--- src/rtl/bitcnt_pkg.sv ---
// bitcnt_pkg: shared types and constants for the byte bit-count arbiter.
package bitcnt_pkg;
    localparam int BYTE_W = 8;
    localparam int CNT_W  = $clog2(BYTE_W + 1);
    typedef enum logic [1:0] {IDLE, BUSY, RESULT} state_t;
    typedef logic req_id_t;
endpackage

--- src/rtl/byte_bitcnt.sv ---
// byte_bitcnt: combinational ones/zeros count of one byte.
module byte_bitcnt
    import bitcnt_pkg::*;
(
    input  logic [BYTE_W-1:0] data_i,
    output logic [CNT_W-1:0]  ones_o,
    output logic [CNT_W-1:0]  zeros_o
);
    always_comb begin
        ones_o = '0;
        for (int i = 0; i < BYTE_W; i++) ones_o = ones_o + CNT_W'(data_i[i]);
        zeros_o = CNT_W'(BYTE_W) - ones_o;
    end
endmodule

--- src/rtl/bitcnt_arbiter.sv ---
// bitcnt_arbiter: round-robin share of one byte bit counter between two burst requesters.
// Define BITCNT_BYTECNT_EN to add the res_bytes output (bytes in the reported burst).
module bitcnt_arbiter
    import bitcnt_pkg::*;
#(
    parameter int BURST_LEN = 16,
    parameter int ACC_W     = 8
) (
    input  logic             clk,
    input  logic             n_rst,
    input  logic             req0_valid,
    input  logic [7:0]       req0_data,
    input  logic             req0_last,
    output logic             req0_ready,
    input  logic             req1_valid,
    input  logic [7:0]       req1_data,
    input  logic             req1_last,
    output logic             req1_ready,
    output logic             res_valid,
    input  logic             res_ready,
    output logic             res_id,
    output logic [ACC_W-1:0] res_ones,
    output logic [ACC_W-1:0] res_zeros
`ifdef BITCNT_BYTECNT_EN
    ,
    output logic [$clog2(BURST_LEN+1)-1:0] res_bytes
`endif
);
    localparam int BC_W = $clog2(BURST_LEN + 1);

    if (2**ACC_W <= 8*BURST_LEN) begin : g_acc_w_check
        $error("ACC_W too narrow to hold a full burst count");
    end

    state_t            state_q, state_d;
    req_id_t           grant_q, grant_d, rr_q, rr_d;
    logic              served_q, served_d;
    logic [ACC_W-1:0]  ones_q, ones_d, zeros_q, zeros_d;
    logic [BC_W-1:0]   cnt_q, cnt_d;
    logic [BYTE_W-1:0] sel_data;
    logic [CNT_W-1:0]  byte_ones, byte_zeros;
    logic              sel_valid, sel_last;

    assign sel_valid = grant_q ? req1_valid : req0_valid;
    assign sel_data  = grant_q ? req1_data  : req0_data;
    assign sel_last  = grant_q ? req1_last  : req0_last;

    byte_bitcnt u_bitcnt (
        .data_i  (sel_data),
        .ones_o  (byte_ones),
        .zeros_o (byte_zeros)
    );

    always_ff @(posedge clk or negedge n_rst) begin
        if (!n_rst) begin
            state_q  <= IDLE;
            grant_q  <= 1'b0;
            rr_q     <= 1'b0;
            served_q <= 1'b0;
            ones_q   <= '0;
            zeros_q  <= '0;
            cnt_q    <= '0;
        end else begin
            state_q  <= state_d;
            grant_q  <= grant_d;
            rr_q     <= rr_d;
            served_q <= served_d;
            ones_q   <= ones_d;
            zeros_q  <= zeros_d;
            cnt_q    <= cnt_d;
        end
    end

    always_comb begin
        state_d  = state_q;
        grant_d  = grant_q;
        rr_d     = rr_q;
        served_d = served_q;
        ones_d   = ones_q;
        zeros_d  = zeros_q;
        cnt_d    = cnt_q;
        case (state_q)
            IDLE: if (req0_valid || req1_valid) begin
                state_d = BUSY;
                // No burst has finished since reset -> no previous owner, so req0 takes the tie.
                grant_d = (req0_valid && req1_valid) ? (served_q & ~rr_q) : req1_valid;
            end
            BUSY: if (sel_valid) begin
                ones_d  = ones_q + ACC_W'(byte_ones);
                zeros_d = zeros_q + ACC_W'(byte_zeros);
                cnt_d   = cnt_q + BC_W'(1);
                state_d = (sel_last || cnt_d == BC_W'(BURST_LEN)) ? RESULT : BUSY;
            end
            RESULT: if (res_ready) begin
                state_d  = IDLE;
                ones_d   = '0;
                zeros_d  = '0;
                cnt_d    = '0;
                rr_d     = grant_q;
                served_d = 1'b1;
            end
            default: state_d = IDLE;
        endcase
    end

    assign req0_ready = (state_q == BUSY) && !grant_q;
    assign req1_ready = (state_q == BUSY) && grant_q;
    assign res_valid  = state_q == RESULT;
    assign res_id     = grant_q;
    assign res_ones   = ones_q;
    assign res_zeros  = zeros_q;
`ifdef BITCNT_BYTECNT_EN
    assign res_bytes  = cnt_q;
`endif
endmodule

--- config.mk ---
export PLATFORM = sky130hd
export DESIGN_NAME = bitcnt_arbiter
export DESIGN_NICKNAME = d
export VERILOG_FILES = /design/src/rtl/bitcnt_pkg.sv /design/src/rtl/byte_bitcnt.sv /design/src/rtl/bitcnt_arbiter.sv
export SDC_FILE = /design/constraint.sdc
export NUM_CORES = 1
export LEC_CHECK = 0
export BUFFER_PORTS_ARGS = -buffer_cell sky130_fd_sc_hd__buf_2
export CAP_MARGIN = 20
export CORE_MARGIN = 4
export CORE_UTILIZATION = 53
export CTS_BUF_LIST = sky130_fd_sc_hd__clkbuf_16
export DETAILED_ROUTE_END_ITERATION = 8
export PLACE_DENSITY = 0.83
export SLEW_MARGIN = 0
export SYNTH_ARGS = -nofsm -noshare
export SYNTH_HDL_FRONTEND = slang
export SYNTH_SLANG_ARGS = --single-unit
--- constraint.sdc ---
create_clock -name clk -period 5.9 [get_ports clk]
set_clock_uncertainty 0.05 [all_clocks]
set_input_delay 0.295 -clock clk [delete_from_list [all_inputs] [get_ports clk]]
set_output_delay 0.295 -clock clk [all_outputs]
set_load 0.03 [all_outputs]
==> metrics.txt <==
status=finished with violations; failing checks=hold timing; CP max stage delay=0.53 ns; post-synth cell types=36; synthesized flop and latch total=26; average size of a mapped cell=10.1 um^2; Post-Syn Instances=179; Slew Limit Fails=0; Crit-path slowest cell=fa_1; Fmax=200 MHz; Port Buf Inserts=42; IO Count=43; # Post-CTS Setup Buffers=0; Slew Limit Headroom=48.4%; WL per Instance=14.1 um; cell taking the most area after synthesis=dfrtp_1; CTS sink cnt=26; vias per inst=5.61; initial antenna violation count=0; worst hold path class=in2async; Synth top cells by count=26 x dfrtp_1, 16 x nand2_1, 15 x nand3_1; Mapped Area=1810 um^2; post-cts resize count=0; # setup viols final=0; Pre-antenna DRT Iters=4; Clk Latency, worst-skew pair=0.26 ns; die height=66.4 um; Starting Density=57.3%; Rows=20; total CTS buffers=3; Buf+Inv Stages, Crit Path=4; antenna-violating nets left=0; Max Buffers Root-to-Sink=2; DR vias=1471; minimum clock period=4.99 ns; width of the die=66.4 um; Yosys top cell area share=36.0%; top cell family by delay on the critical path=adder cells; Reg clk slew, reported paths=0.06 ns; htree depth=1; Syn. warnings=0; Die Area=4410 um^2; final worst-path cycle share=84.6%; largest net degree at the start of global routing=27; CTS tree=built; post-synthesis sequential area ratio=36.0%; Detailed Route WL=3700 um; Worst path most repeated cell=fa_1; Fin. Hold Viols=26; Core Region=3150 um^2; Worst Tran Pin Value=0.773 ns; Antenna diodes=0; post-synth net total=221; CP Cell Sequence=buf_4 > mux2_2 > ha_1 > fa_1 > inv_1 > fa_1 > inv_1 > fa_1 > inv_1 > fa_1 > ha_1 > xnor2_1 > ha_1 > o21a_1 > a21oi_1 > o311ai_0 > o41ai_1; critical path class=reg2reg; most common cell in the synthesized netlist=dfrtp_1; grt total ovfl=0; Max-Cap Viols=0; first-pass GRT wire length=6240 um; Cell Count, Final, Fillers Out=262; critical path peak fanout=15; Setup TNS=0 ns; hold bufs inserted after CTS=0; hold slack=-0.0200 ns; Main synth FF type=dfrtp_1; RePlAce Congestion=0.833; EDFF count, synth=0; hpwl dp=2790 um; DRC Markers=0; crit path capture type=flop; gr usage total=18.3%; Initial DRC Count=41; CP Launch Type=flop; WP data arrival=5.05 ns; Final Net Count=262; area growth from synthesis to layout=16.8%; vias in the first global route=1440; top cells by area, synth=dfrtp_1 36%, ha_1 9.0%, fa_1 6.6%, mux2i_1 5.0%, mux2_2 4.4%; fraction of layout cells with a size suffix above 1=25.7%; RSZ-0062 raised after global routing=false; Async SR Flop Fraction=100%; Root Driver=clkbuf_16; Critical Path RT=5.96 ns; placed cells=259; Finished Core Util=66.9%
## layout make-up
class / instances / area (um^2)
inverters: 13 / 48.8
repair buffers: 43 / 218
flip-flops and latches: 26 / 651
fillers: 272 / 1040
clock buffers: 3 / 75.1
well taps: 44 / 55.1
multi-input cells: 133 / 1060
## worst reg2reg max path, stage by stage (launching register included)
cell	delay [ns]
dfrtp_1	0.32
buf_4	0.21
mux2_2	0.36
ha_1	0.31
fa_1	0.53
inv_1	0.05
fa_1	0.52
inv_1	0.06
fa_1	0.44
inv_1	0.09
fa_1	0.48
ha_1	0.24
xnor2_1	0.13
ha_1	0.34
o21a_1	0.14
a21oi_1	0.09
o311ai_0	0.36
o41ai_1	0.13
## registers in the layout, indices dropped and copies added (netlist names)
name and flops:
state_q 2, cnt_q 5, res_id 1, served_q 1
rr_q 1, res_zeros 8, res_ones 8
## metrics by stage
stage | hold slack, ns | area [um^2] | worst slack (ns)
after global placement | 0.272 | 2040 | 1.01
after detailed placement | 0.284 | 2040 | 0.907
final | -0.0200 | 2110 | 0.910
after global routing | 0.0284 | 2110 | 0.590
after CTS | 0.00476 | 2110 | 0.902
after floorplan | -0.0506 | 1810 | 0.629
## final timing paths
kind,startpoint,end,slack [ns],depth (start not counted)
hold / removal,n_rst,cnt_q[3],-0.02,1
setup / recovery,res_id,res_zeros[7],0.91,17
hold reg to reg,served_q,served_q,0.42,1
min in group clk,req0_valid,res_id,0.22,2
setup reg to reg,res_id,res_zeros[7],0.91,17
max in group asynchronous,n_rst,res_ones[2],5.44,1
## cell families after synthesis
kind of cell	count (synthesis)	share of synthesized area [%]
AO/OA/AOI/OAI	38	14.0
XOR/XNOR	8	3.88
adder cells (fa/ha/maj)	19	15.7
buffers and inverters	20	5.12
flip-flops	26	36.0
multiplexers	18	11.0
AND/OR/NAND/NOR	50	14.3
## layout by cell type (no fill, tap or decap), drive strengths merged, types with 3 or more instances in the layout
cell type / n
nor3: 3
nand3b: 3
mux2i: 9
a21o: 3
buf: 43
a21oi: 7
fa: 6
nor2b: 6
clkbuf: 3
o21ai: 11
nand3: 15
dfrtp: 26
inv: 13
nand2: 16
xor2: 6
o21a: 5
mux2: 9
ha: 13
## per-layer routing
metal / wire (um) / vias up / GRT usage (%)
met5: 0 / - / 0
met4: 29 / 0 / 4.06
met3: 173 / 5 / 4.42
met2: 1890 / 29 / 32.3
met1: 1610 / 717 / 22.5
li1: - / 720 / -
Power is not shown: default switching activity piles up to over one toggle a cycle in this logic, so the estimate is an artifact.
